`src/rtl/mmu_pkg.sv`:
```
`default_nettype none
// =============================================================================
// mmu_pkg : exception codes, page-size constants and DMW field layout
// Rev 1.0
// =============================================================================
package mmu_pkg;

  typedef enum logic [2:0] {
    EXC_NONE = 3'd0,
    EXC_TLBR = 3'd1,
    EXC_PIL  = 3'd2,
    EXC_PIS  = 3'd3,
    EXC_PPI  = 3'd4,
    EXC_PME  = 3'd5
  } exc_e;

  localparam logic [5:0] c_PS_4K = 6'd12;
  localparam logic [5:0] c_PS_4M = 6'd22;

  localparam int unsigned c_DMW_PLV0     = 0;
  localparam int unsigned c_DMW_PLV3     = 3;
  localparam int unsigned c_DMW_MAT_LSB  = 4;
  localparam int unsigned c_DMW_MAT_MSB  = 5;
  localparam int unsigned c_DMW_PSEG_LSB = 25;
  localparam int unsigned c_DMW_PSEG_MSB = 27;
  localparam int unsigned c_DMW_VSEG_LSB = 29;
  localparam int unsigned c_DMW_VSEG_MSB = 31;

endpackage
`default_nettype wire

```
`src/rtl/dmw_match.sv`:
```
`default_nettype none
// =============================================================================
// dmw_match : single direct-map window hit check and physical segment select
// Rev 1.0
// =============================================================================
module dmw_match
  import mmu_pkg::*;
(
  input  logic [31:0] dmw,
  input  logic [2:0]  va_seg,
  input  logic [1:0]  plv,
  output logic        hit,
  output logic [2:0]  pseg,
  output logic [1:0]  mat
);

  logic w_plv_ok;

  // Only PLV0 and PLV3 have enable bits; PLV1/2 can never use a window.
  always_comb begin
    w_plv_ok = 1'b0;
    case (plv)
      2'd0:    w_plv_ok = dmw[c_DMW_PLV0];
      2'd3:    w_plv_ok = dmw[c_DMW_PLV3];
      default: w_plv_ok = 1'b0;
    endcase
  end

  assign hit  = w_plv_ok && (va_seg == dmw[c_DMW_VSEG_MSB:c_DMW_VSEG_LSB]);
  assign pseg = dmw[c_DMW_PSEG_MSB:c_DMW_PSEG_LSB];
  assign mat  = dmw[c_DMW_MAT_MSB:c_DMW_MAT_LSB];

  logic w_unused_dmw;
  assign w_unused_dmw = ^{dmw[2:1], dmw[24:6], dmw[28]};

endmodule
`default_nettype wire

```
`src/rtl/addr_trans_stage.sv`:
```
`default_nettype none
// =============================================================================
// addr_trans_stage : load/store VA->PA translation (DA, DMW, TLB) with hold
// Rev 1.0
// =============================================================================
module addr_trans_stage
  import mmu_pkg::*;
#(
  parameter int TLBNUM = 16
) (
  input  logic                      clk,
  input  logic                      resetn,
  input  logic                      req_valid,
  output logic                      req_ready,
  input  logic [31:0]               req_va,
  input  logic                      req_store,
  input  logic                      csr_crmd_da,
  input  logic                      csr_crmd_pg,
  input  logic [1:0]                csr_crmd_plv,
  input  logic [1:0]                csr_crmd_datm,
  input  logic [9:0]                csr_asid,
  input  logic [31:0]               csr_dmw0,
  input  logic [31:0]               csr_dmw1,
  output logic [18:0]               s_vppn,
  output logic                      s_va_bit12,
  output logic [9:0]                s_asid,
  input  logic                      s_found,
  input  logic [$clog2(TLBNUM)-1:0] s_index,
  input  logic [19:0]               s_ppn,
  input  logic [5:0]                s_ps,
  input  logic [1:0]                s_plv,
  input  logic [1:0]                s_mat,
  input  logic                      s_d,
  input  logic                      s_v,
  input  logic                      flush,
  output logic                      resp_valid,
  input  logic                      resp_ready,
  output logic [31:0]               resp_pa,
  output logic [1:0]                resp_mat,
  output logic [2:0]                resp_exc,
  output logic [31:0]               resp_badv
);

  typedef enum logic [1:0] {
    S_IDLE   = 2'd0,
    S_LOOKUP = 2'd1,
    S_HOLD   = 2'd2
  } state_e;

  state_e      r_state;
  logic [31:0] r_va;
  logic        r_store, r_da, r_pg;
  logic [1:0]  r_plv, r_datm;
  logic [9:0]  r_asid;
  logic [31:0] r_dmw0, r_dmw1;

  logic        w_accept;
  logic        w_dmw0_hit, w_dmw1_hit;
  logic [2:0]  w_dmw0_pseg, w_dmw1_pseg;
  logic [1:0]  w_dmw0_mat, w_dmw1_mat;
  logic [31:0] w_pa;
  logic [1:0]  w_mat;
  exc_e        w_exc;

  assign req_ready  = !flush && ((r_state == S_IDLE) || ((r_state == S_HOLD) && resp_ready));
  assign w_accept   = req_valid && req_ready;
  assign resp_valid = (r_state == S_HOLD);

  assign s_vppn     = (r_state == S_LOOKUP) ? r_va[31:13] : 19'd0;
  assign s_va_bit12 = (r_state == S_LOOKUP) ? r_va[12]    : 1'b0;
  assign s_asid     = (r_state == S_LOOKUP) ? r_asid      : 10'd0;

  dmw_match u_dmw0 (
    .dmw    (r_dmw0),
    .va_seg (r_va[31:29]),
    .plv    (r_plv),
    .hit    (w_dmw0_hit),
    .pseg   (w_dmw0_pseg),
    .mat    (w_dmw0_mat)
  );

  dmw_match u_dmw1 (
    .dmw    (r_dmw1),
    .va_seg (r_va[31:29]),
    .plv    (r_plv),
    .hit    (w_dmw1_hit),
    .pseg   (w_dmw1_pseg),
    .mat    (w_dmw1_mat)
  );

  // Anything not in direct-address mode is treated as paged.
  always_comb begin
    w_pa  = 32'd0;
    w_mat = 2'd0;
    w_exc = EXC_NONE;
    if (r_da) begin
      w_pa  = r_va;
      w_mat = r_datm;
    end else if (w_dmw0_hit) begin
      w_pa  = {w_dmw0_pseg, r_va[28:0]};
      w_mat = w_dmw0_mat;
    end else if (w_dmw1_hit) begin
      w_pa  = {w_dmw1_pseg, r_va[28:0]};
      w_mat = w_dmw1_mat;
    end else begin
      if (!s_found)                w_exc = EXC_TLBR;
      else if (!s_v)               w_exc = r_store ? EXC_PIS : EXC_PIL;
      else if (r_plv > s_plv)      w_exc = EXC_PPI;
      else if (r_store && !s_d)    w_exc = EXC_PME;
      if (w_exc == EXC_NONE) begin
        w_mat = s_mat;
        w_pa  = (s_ps == c_PS_4M) ? {s_ppn[19:10], r_va[21:0]} : {s_ppn, r_va[11:0]};
      end
    end
  end

  always_ff @(posedge clk or negedge resetn) begin
    if (!resetn) begin
      r_state   <= S_IDLE;
      r_va      <= 32'd0;
      r_store   <= 1'b0;
      r_da      <= 1'b0;
      r_pg      <= 1'b0;
      r_plv     <= 2'd0;
      r_datm    <= 2'd0;
      r_asid    <= 10'd0;
      r_dmw0    <= 32'd0;
      r_dmw1    <= 32'd0;
      resp_pa   <= 32'd0;
      resp_mat  <= 2'd0;
      resp_exc  <= EXC_NONE;
      resp_badv <= 32'd0;
    end else if (flush) begin
      r_state <= S_IDLE;
    end else begin
      if (w_accept) begin
        r_va    <= req_va;
        r_store <= req_store;
        r_da    <= csr_crmd_da;
        r_pg    <= csr_crmd_pg;
        r_plv   <= csr_crmd_plv;
        r_datm  <= csr_crmd_datm;
        r_asid  <= csr_asid;
        r_dmw0  <= csr_dmw0;
        r_dmw1  <= csr_dmw1;
      end
      case (r_state)
        S_IDLE: begin
          if (w_accept) r_state <= S_LOOKUP;
        end
        S_LOOKUP: begin
          resp_pa   <= w_pa;
          resp_mat  <= w_mat;
          resp_exc  <= w_exc;
          resp_badv <= r_va;
          r_state   <= S_HOLD;
        end
        S_HOLD: begin
          if (resp_ready) r_state <= req_valid ? S_LOOKUP : S_IDLE;
        end
        default: r_state <= S_IDLE;
      endcase
    end
  end

  logic w_unused_top;
  assign w_unused_top = ^{r_pg, s_index};

endmodule
`default_nettype wire

```
`config.mk`:
```
export PLATFORM = sky130hd
export DESIGN_NAME = addr_trans_stage
export DESIGN_NICKNAME = d
export VERILOG_FILES = /design/src/rtl/mmu_pkg.sv /design/src/rtl/dmw_match.sv /design/src/rtl/addr_trans_stage.sv
export SDC_FILE = /design/constraint.sdc
export NUM_CORES = 1
export LEC_CHECK = 0
export BUFFER_PORTS_ARGS = -buffer_cell sky130_fd_sc_hd__buf_2
export CORE_ASPECT_RATIO = 0.75
export CORE_MARGIN = 5
export CORE_UTILIZATION = 50
export CTS_CLUSTER_DIAMETER = 100
export DETAILED_ROUTE_END_ITERATION = 8
export HOLD_SLACK_MARGIN = 0.15
export PLACE_DENSITY = 0.91
export SYNTH_ARGS = -nofsm -noshare
export SYNTH_HDL_FRONTEND = slang
export SYNTH_SLANG_ARGS = --single-unit
```
`constraint.sdc`:
```
create_clock -name clk -period 3.4 [get_ports clk]
set_clock_uncertainty 0.15 [all_clocks]
set_input_delay 0.68 -clock clk [delete_from_list [all_inputs] [get_ports clk]]
set_output_delay 0.68 -clock clk [all_outputs]
set_load 0.02 [all_outputs]
```
==> summary.md <==
| Metric | Value |
|---|---|
| Clock Sinks | between 100 and 150 |
| Status | finished clean |
| Post-CTS sizing | 0 |
| Final cell count without fillers | approximately 890 |
| Reg clk slew, reported paths | roughly 0.060 ns |
| Synthesized cell area | 0.00601 sq mm |
| Final Cell Area | between 0.007 and 0.008 sq mm |
| Final wirelength | around 17000 um |
| Gr ovfl total | 0 |
| Die area | ~0.014 sq mm |
| Gpl congestion | between 0.8 and 0.9 |
| Final-stage net count | approximately 880 |
| Post-Syn Instances | 510 |
| Number of inserted diodes | 0 |
| Hold path cells | 2 |
| Cell chain of the critical path | inv_1 -> ha_1 -> a22oi_1 -> nor4_4 -> nand2_4 -> a31oi_4 -> a2bb2oi_1 |
| Vias per cell | around 5.4 |
| Vias in the first global route | between 5000 and 6000 |
| WP depth | 7 |
| Final Hold Viols | 0 |
| Number of synthesized flops with an enable pin | 0 |
| Placed insts | 858 |
| Root buffer cell | clkbuf_16 |
| Row cnt | 34 |
| Post-route setup TNS | 0 ns |
| Crit path largest cell delay | about 0.6 ns |
| Endpoint class of the critical path | flip-flop |
| Total track usage | about a quarter |
| RSZ-0062 raised after global routing | false |
| Area of the multi-input gates | roughly 0.0024 sq mm |
| DRT antenna net count | 0 |
| Die width | 137 um |
| Critical path required time | about 3.6 ns |
| Filler cells | about 860 |
| Clock latency on the worst-skew pair | ~0.40 ns |
| Share of synthesized registers carrying an async set or reset | 100% |
| Bufs and invs on worst path | 1 |
| CTS max path bufs | 2 |
| Cell variety after synth | 41 |
| CP max FO | 19 |
| Max_cap viols | 0 |
| Slowest CP cell | a31oi_4 |
| DR pass1 iterations | 4 |
| Prevailing post-synth register cell | dfrtp_1 |
| Sequential share of the synthesized area | around 58% |
| Fin. max-slew vios | 0 |
| Dpl hpwl | 11900 um |
| Power, Total | between 5 and 6 mW |
| Port buffer count | slightly above 200 |
| Post-CTS Setup Repair Bufs | 0 |
| TritonCTS Buffers | 17 |
| Setup violators final | 0 |
| Sequential cell area | ~0.0035 sq mm |
| Synth Area per Inst | ~12 sq um |
| Core ar. | 0.0117 sq mm |
| Cts hold-fix bufs | 1 |
| CP Data Arrival Time | roughly 2.9 ns |
| Area after DPL | around 0.0072 sq mm |
| #FFs+latches synth | approximately 140 |
| Min Tclk post-route | approximately 2.7 ns |
| Die Span Y | between 100 and 150 um |
| CP delay by family, top | compound AO/OA/AOI/OAI gates |
| Slew Limit Headroom | about a third |
| YS warnings | 0 |
| Syn Nets | around 670 |
| Share of cells above drive strength 1 | approximately 44% |
| Critical path type | reg -> reg |
| Tcrit/Tclk final | about four fifths |
| WHS | roughly 0.32 ns |
| First-pass GRT wire length | ~27000 um |
| Achievable clock frequency | about 370 MHz |
| First DRT Iteration DRCs | between 300 and 400 |
| I/O Pins | ~260 |
| Startpoint Class | flip-flop |
| DRC Markers | 0 |
| Worst IR Drop VDD | 0.341 mV |
| CTS tree | built |
| Hold Path Class | reg -> reg |
| Synth-to-Final Area Change | 30.7% |
| Average wire per cell in the routed design | 18.7 um |
| H-tree Lvls | 4 |
| R2r worst-path depth | 7 |
| Pleak | a little over 4 nW |
| Largest net degree at the start of global routing | 70 |
| DR vias | 4806 |
| Worst slew pin tran | roughly 0.97 ns |
| Initial Util | 51.4% |
| Pwr dens | between 700 and 800 mW/mm^2 |
| Antenna violations before repair | 1 |
## report_power, final
part / leakage [nW] / internal [mW] / total (mW) / switching [mW]
logic: 2.01 / 0.551 / 1.36 / 0.806
clock network: 0.300 / 1.31 / 2.00 / 0.685
registers: 1.72 / 2.03 / 2.29 / 0.257
total: 4.03 / 3.89 / 5.64 / 1.75
## final timing paths
path                               startpoint             to  slack [ns]
worst min register to register  resp_badv[13]  resp_badv[13]        0.32
worst max register to register       r_plv[0]    resp_pa[16]        0.70
worst max-delay path                 r_plv[0]    resp_pa[16]        0.70
min in group asynchronous              resetn       r_va[30]        0.63
max in group asynchronous              resetn        r_va[2]        1.68
worst min-delay path            resp_badv[13]  resp_badv[13]        0.32
## sequential cells by signal, indices dropped and copies added, names as in the netlist
| register | count |
|---|---|
| r_asid | 10 |
| r_da | 1 |
| r_datm | 2 |
| r_dmw0 | 10 |
| r_dmw1 | 10 |
| r_plv | 2 |
| r_state | 2 |
| r_store | 1 |
| r_va | 32 |
| resp_badv | 32 |
| resp_exc | 3 |
| resp_mat | 2 |
| resp_pa | 32 |
## routing by layer
| metal | vias up | track usage (%) | share of wire (%) |
|---|---|---|---|
| met2 | 211 | 39.6 | 50 |
| met1 | 2378 | 29.3 | 40 |
| met3 | 31 | 6.87 | 7.8 |
| li1 | 2184 | - | - |
| met4 | 2 | 8.27 | 1.6 |
| met5 | - | 0 | 0.078 |
## worst min-delay path, cell delays in order, from the launching register on
cell	delay (ns)
dfrtp_1	0.33
nand2_1	0.05
nand2_1	0.05
## stage by stage
| step | utilization (%) | worst slack, ns |
|---|---|---|
| 4_1_cts | 67.2 | 0.684 |
| 6_report | 67.2 | 0.704 |
| 2_1_floorplan | - | 0.994 |
| 5_1_grt | 67.2 | 0.527 |
| 3_3_place_gp | 61.7 | 0.621 |
| 3_5_place_dp | 61.7 | 0.532 |
## layout make-up
cell class / instances / share of cell area (%)
timing repair buffer: 213 / 14.1
tap: 162 / 2.58
sequential: 139 / 44.3
multi-input combinational: 338 / 30.7
clock inverter: 11 / 2.48
inverter: 7 / 0.334
clock buffer: 18 / 5.59
## synth_stat cells, types with 2 or more instances
library cell	count	area, sq um
a21oi_2	2	17.5
a221o_1	10	100
a22o_1	12	105
a22oi_1	2	15.0
a2bb2oi_1	6	52.6
a311oi_1	5	43.8
a41oi_1	7	61.3
and2_1	48	300
and3_1	5	31.3
buf_1	10	37.5
buf_2	7	35.0
clkbuf_1	8	30.0
dfrtp_1	139	3480
ha_1	4	50.1
inv_1	7	26.3
mux2_2	68	766
nand2_1	110	413
nand3b_1	3	22.5
nor2_1	4	15.0
nor2b_1	5	31.3
nor3_1	4	20.0
nor4_4	2	42.5
o21ai_0	15	75.1
o221ai_1	5	43.8
xor2_1	6	52.6
## logic make-up after synthesis
| logic type | count (synthesis) | share of synthesized area, % |
|---|---|---|
| buf+inv | 33 | 2.33 |
| mux | 68 | 12.7 |
| compound gates | 74 | 10.2 |
| fa+ha+maj | 4 | 0.832 |
| flops | 139 | 57.9 |
| xor+xnor | 6 | 0.874 |
| simple gates | 186 | 15.2 |
## placed cells by master (no fill, tap or decap), types with 5 or more instances in the layout
cell,instances
o221ai_1,5
clkbuf_16,17
bufinv_16,5
xor2_1,6
a41oi_1,7
o21ai_0,15
a311oi_1,5
a22o_1,12
buf_2,205
nand2_1,109
inv_1,7
and2_1,48
buf_4,5
and3_1,5
a221o_1,10
a2bb2oi_1,6
mux2_2,68
dfrtp_1,139
No activity file was read; power rests on OpenSTA's default activity.
